$ cat src/rtl/spm_pkg.sv
// Shared types and sizing helpers for the serial-parallel multiplier sequencer.
package spm_pkg;

  typedef enum logic [1:0] {
    IDLE  = 2'd0,
    RUN   = 2'd1,
    FLUSH = 2'd2,
    DONE  = 2'd3
  } spm_seq_state_t;

  localparam int SPM_N = 32;

  // Bit counter must reach 2N+LAT-1 during RUN.
  function automatic int spm_cnt_w(input int n, input int lat);
    return $clog2(2 * n + lat + 1);
  endfunction

endpackage

$ cat src/rtl/spm_seq_deser.sv
// Serial product capture: each enabled bit enters at the MSB and the register shifts
// right, so after 2N captures the first bit received sits at bit 0.
module spm_seq_deser #(
  parameter int N = 32
) (
  input  logic           clk,
  input  logic           rst,
  input  logic           clr_i,
  input  logic           en_i,
  input  logic           bit_i,
  output logic [2*N-1:0] p_o
);

  logic [2*N-1:0] p_q;

  always_ff @(posedge clk or posedge rst) begin
    if (rst) begin
      p_q <= '0;
    end else if (clr_i) begin
      p_q <= '0;
    end else if (en_i) begin
      p_q <= {bit_i, p_q[2*N-1:1]};
    end
  end

  assign p_o = p_q;

endmodule

$ cat src/rtl/spm_seq.sv
// Sequencer driving a serial-parallel multiplier core: RUN streams y, FLUSH drains the core.
// Optional macro SPM_SEQ_PERF_EN adds perf_ops / perf_stall counters.
module spm_seq
  import spm_pkg::*;
#(
  parameter int N         = SPM_N,
  parameter int LAT       = 1,
  parameter int FLUSH_CYC = N + 1
) (
  input  logic           clk,
  input  logic           rst,
  input  logic           in_valid,
  output logic           in_ready,
  input  logic [N-1:0]   in_x,
  input  logic [N-1:0]   in_y,
  output logic           out_valid,
  input  logic           out_ready,
  output logic [2*N-1:0] out_p,
  output logic [N-1:0]   spm_x,
  output logic           spm_y,
  input  logic           spm_p
`ifdef SPM_SEQ_PERF_EN
  ,
  output logic [31:0]    perf_ops,
  output logic [31:0]    perf_stall
`endif
);

  localparam int RUN_W   = spm_cnt_w(N, LAT);
  localparam int FLUSH_W = $clog2(FLUSH_CYC + 1);
  localparam int CNT_W   = (RUN_W > FLUSH_W) ? RUN_W : FLUSH_W;

  localparam logic [CNT_W-1:0] RUN_LAST   = CNT_W'(2 * N + LAT - 1);
  // The IDLE cycle after FLUSH also presents zero operands, completing the drain.
  localparam logic [CNT_W-1:0] FLUSH_LAST = CNT_W'(FLUSH_CYC - 2);
  localparam logic [CNT_W-1:0] LAT_C      = CNT_W'(LAT);

  spm_seq_state_t   state_q;
  logic [CNT_W-1:0] k_q;
  logic [N-1:0]     x_q;
  logic [N-1:0]     y_shift_q;
  logic             out_valid_q;
  logic             taken_q;
  logic             accept;
  logic             out_hs;
  logic             capture_en;

  assign in_ready   = (state_q == IDLE);
  assign accept     = in_valid && in_ready;
  assign out_hs     = out_valid_q && out_ready;
  assign capture_en = (state_q == RUN) && (k_q >= LAT_C);

  always_ff @(posedge clk or posedge rst) begin
    if (rst) begin
      state_q     <= IDLE;
      k_q         <= '0;
      x_q         <= '0;
      y_shift_q   <= '0;
      out_valid_q <= 1'b0;
      taken_q     <= 1'b0;
    end else begin
      unique case (state_q)
        IDLE: begin
          if (accept) begin
            x_q       <= in_x;
            y_shift_q <= in_y;
            k_q       <= '0;
            taken_q   <= 1'b0;
            state_q   <= RUN;
          end
        end
        RUN: begin
          y_shift_q <= N'($signed(y_shift_q) >>> 1);
          if (k_q == RUN_LAST) begin
            k_q         <= '0;
            x_q         <= '0;
            y_shift_q   <= '0;
            out_valid_q <= 1'b1;
            state_q     <= FLUSH;
          end else begin
            k_q <= k_q + 1'b1;
          end
        end
        FLUSH: begin
          if (out_hs) begin
            taken_q     <= 1'b1;
            out_valid_q <= 1'b0;
          end
          if (k_q == FLUSH_LAST) begin
            k_q     <= '0;
            state_q <= (taken_q || out_hs) ? IDLE : DONE;
          end else begin
            k_q <= k_q + 1'b1;
          end
        end
        DONE: begin
          if (out_ready) begin
            out_valid_q <= 1'b0;
            state_q     <= IDLE;
          end
        end
        default: state_q <= IDLE;
      endcase
    end
  end

  spm_seq_deser #(.N(N)) u_deser (
    .clk   (clk),
    .rst   (rst),
    .clr_i (accept),
    .en_i  (capture_en),
    .bit_i (spm_p),
    .p_o   (out_p)
  );

  assign spm_x     = x_q;
  assign spm_y     = y_shift_q[0];
  assign out_valid = out_valid_q;

`ifdef SPM_SEQ_PERF_EN
  logic [31:0] perf_ops_q;
  logic [31:0] perf_stall_q;

  // Stall counts DONE cycles spent waiting on the consumer.
  always_ff @(posedge clk or posedge rst) begin
    if (rst) begin
      perf_ops_q   <= '0;
      perf_stall_q <= '0;
    end else begin
      if (out_hs) perf_ops_q <= perf_ops_q + 32'd1;
      if ((state_q == DONE) && !out_ready) perf_stall_q <= perf_stall_q + 32'd1;
    end
  end

  assign perf_ops   = perf_ops_q;
  assign perf_stall = perf_stall_q;
`endif

endmodule

$ cat config.mk
export PLATFORM = sky130hd
export DESIGN_NAME = spm_seq
export DESIGN_NICKNAME = d
export VERILOG_FILES = /design/src/rtl/spm_pkg.sv /design/src/rtl/spm_seq_deser.sv /design/src/rtl/spm_seq.sv
export SDC_FILE = /design/constraint.sdc
export NUM_CORES = 1
export LEC_CHECK = 0
export ABC_AREA = 1
export CORE_MARGIN = 4
export CORE_UTILIZATION = 45
export DETAILED_ROUTE_END_ITERATION = 7
export PLACE_DENSITY = 0.75
export SYNTH_ARGS = -nofsm -noshare
export SYNTH_HDL_FRONTEND = slang
export SYNTH_SLANG_ARGS = --single-unit
export TNS_END_PERCENT = 10
$ cat constraint.sdc
create_clock -name clk -period 7.55 [get_ports clk]
set_input_delay 2.265 -clock clk [delete_from_list [all_inputs] [get_ports clk]]
set_output_delay 2.265 -clock clk [all_outputs]
set_load 0.03 [all_outputs]
==> flow_metrics.env <==
export IMPL_ys_ff_latch=139
export IMPL_irDropWorstVdd_mv=0.225
export IMPL_period_needed_ns=4.27
export IMPL_viasPerCell=5.31
export IMPL_rr_worst_depth=9
export IMPL_clkTransAtPathRegs_ns=0.06
export IMPL_clock_latency_ns=0.41
export IMPL_worstReg2RegStart="state_q[1]"
export IMPL_grt_pass1_wl_mm=25.3
export IMPL_vias=5582
export IMPL_fin_nets=936
export IMPL_hp_start="spm_x[2]"
export IMPL_setup_slack_ns=3.28
export IMPL_max_slew_margin_pct=25.0
export IMPL_drc_errors=0
export IMPL_grt_start_max_net_pins=125
export IMPL_cts_setup_buffers=0
export IMPL_drv_cap=0
export IMPL_worstSetupPathType="reg -> out"
export IMPL_slew_viol_final=0
export IMPL_ctsHoldBuffers=0
export IMPL_min_path_type="reg -> reg"
export IMPL_synth_nets=803
export IMPL_cts_path_max_buffers=2
export IMPL_start_kind="register"
export IMPL_syn_avg_cell_area_um2=8.79
export IMPL_io_pins=168
export IMPL_power_density_mw_per_mm2=383
export IMPL_worst_path_largest_cell_delay_ns=0.73
export IMPL_nFillCells=1216
export IMPL_layout_common_cells="nand2_1 (195), clkdlybuf4s50_1 (167), dfrtp_1 (139)"
export IMPL_rrSetupSlack_ns=4.44
export IMPL_htree_levels=4
export IMPL_min_to="spm_x[2]"
export IMPL_place_ws_ns=3.01
export IMPL_start_util_pct=46.0
export IMPL_r2r_end="spm_x[18]"
export IMPL_drive_gt1_share_pct=5.51
export IMPL_tightest_slew_ns=1.12
export IMPL_numClockSinks=139
export IMPL_final_antenna_net_count=0
export IMPL_ys_warn_count=0
export IMPL_leakagePower_nw=4.09
export IMPL_status="finished clean"
export IMPL_hpwl_mm=9.49
export IMPL_crit_slowest_cell="clkdlybuf4s50_1"
export IMPL_rsz0062_at_grt="false"
export IMPL_min_path_cells=2
export IMPL_grt_pass1_vias=5153
export IMPL_cp_data_required_time_ns=5.29
export IMPL_fin_setup_tns_ns=0
export IMPL_dieArea_mm2=0.0162
export IMPL_placementRows=43
export IMPL_clock_root_buffer="clkbuf_16"
export IMPL_mostFrequentLayoutCell="nand2_1"
export IMPL_finalCritPeriodShare_pct=56.6
export IMPL_fmax_mhz=234
export IMPL_antennaDiodeCount=0
export IMPL_syn2layout_area_growth_pct=34.0
export IMPL_first_pass_iters=5
export IMPL_portBuffers=167
export IMPL_die_h_um=127
export IMPL_ys_types=24
export IMPL_syn_area_mm2=0.00638
export IMPL_cts_repair_resized=0
export IMPL_die_w_um=127
export IMPL_final_setup_skew_ns=0.00651
export IMPL_gp_congestion=0.820
export IMPL_worstPathMaxFanout=5
export IMPL_antenna_found_initial=0
export IMPL_grtUsageTotal_pct=19.0
export IMPL_crit_arrival_ns=2.01
export IMPL_grt_overflow=0
export IMPL_cts_inserted_buffers=17
export IMPL_finalHoldViolCount=0
export IMPL_synth_yosys_seq_area_share_pct=54.5
export IMPL_cts_tree="done"
export IMPL_core_area_mm2=0.0139
export IMPL_drtIter0Drc=364
export IMPL_routed_wl_mm=15.4
export IMPL_syn_inst=726
export IMPL_setup_viol=0
export IMPL_crit_chain="inv_1 -> ha_1 -> clkdlybuf4s50_1"
export IMPL_routedWlPerCell_um=14.6
export IMPL_crit_path_end_kind="output port"
==> layout make-up <==
class | instances | area (µm²) | share of cell area [%]
clock inverter | 6 | 108 | 1.26
multi-input combinational | 502 | 2410 | 28.1
timing repair buffer | 173 | 1720 | 20.1
inverter | 26 | 103 | 1.20
sequential | 139 | 3480 | 40.7
clock buffer | 25 | 515 | 6.03
tap | 180 | 225 | 2.63
==> logic make-up after synthesis <==
logic type	count (synthesis)	share of synthesized area, %
buffers and inverters	85	7.94
AND/OR/NAND/NOR	418	29.8
adder cells (fa/ha/maj)	8	1.57
AO/OA/AOI/OAI	75	6.06
XOR/XNOR	1	0.137
flip-flops	139	54.5
==> critical path: cells and delay by family (launching register included) <==
family / cells / cell delay, ns
DFF: 1 / 0.42
adders and majority gates: 1 / 0.32
buffers and inverters: 2 / 0.86
==> worst max path at each step <==
stage / endpoint / slack, ns / startpoint
final: in_ready / 3.28 / state_q[1]
after floorplan: k_q[0] / 1.56 / rst
after global placement: spm_x[14] / 3.04 / in_valid
after detailed placement: spm_x[3] / 3.01 / in_valid
after CTS: in_ready / 3.23 / state_q[1]
after global routing: in_ready / 3.15 / state_q[1]
==> per-layer routing <==
metal	wire [µm]	part of all wire, %	GRT usage [%]
met3	1060	6.9	4.89
met4	275	1.8	7.13
met5	0	0	0
met1	7110	46	28.0
met2	6940	45	27.1
==> sequential cells by signal (all words and copies together), names as in the netlist <==
name	cells
u_deser.p_o	64
spm_x	32
y_shift_q	32
k_q	7
state_q	2
out_valid	1
taken_q	1
==> cells in the mapped netlist <==
cell type,n,area [µm²]
buf_6,8,90.1
buf_4,6,45.0
clkbuf_1,6,22.5
nand2_4,1,11.3
clkbuf_4,5,37.5
buf_1,7,26.3
xor2_1,1,8.76
ha_1,8,100
nand2_2,3,18.8
clkbuf_8,6,82.6
o21ai_4,1,16.3
nand4_1,67,419
inv_2,3,11.3
inv_1,23,86.3
dfrtp_1,139,3480
buf_2,21,105
nor3_2,1,10.0
a21oi_1,68,340
nand3_2,1,10.0
nor2_1,40,150
nand3_1,109,546
nand2_1,195,732
nor2_2,1,6.26
o21ai_0,6,30.0
==> per-stage QoR <==
step           cells  area, µm²  power (W)  hold slack, ns  utilization, %
3_5_place_dp    1020       7930    0.00242           0.459            57.1
4_1_cts         1051       8550    0.00330           0.472            61.6
5_1_grt         1051       8550    0.00350           0.490            61.6
6_report        1051       8550    0.00328           0.469            61.6
2_1_floorplan    726       6380    0.00211           0.442               -
3_3_place_gp    1020       7930    0.00240           0.454            57.1
==> power by group <==
part           internal (W)  total (W)  switching, W
logic              0.000421    0.00136      0.000938
clock network      0.000570   0.000869      0.000299
registers          0.000939    0.00105      0.000108
Power figures use the tool's default switching activity.
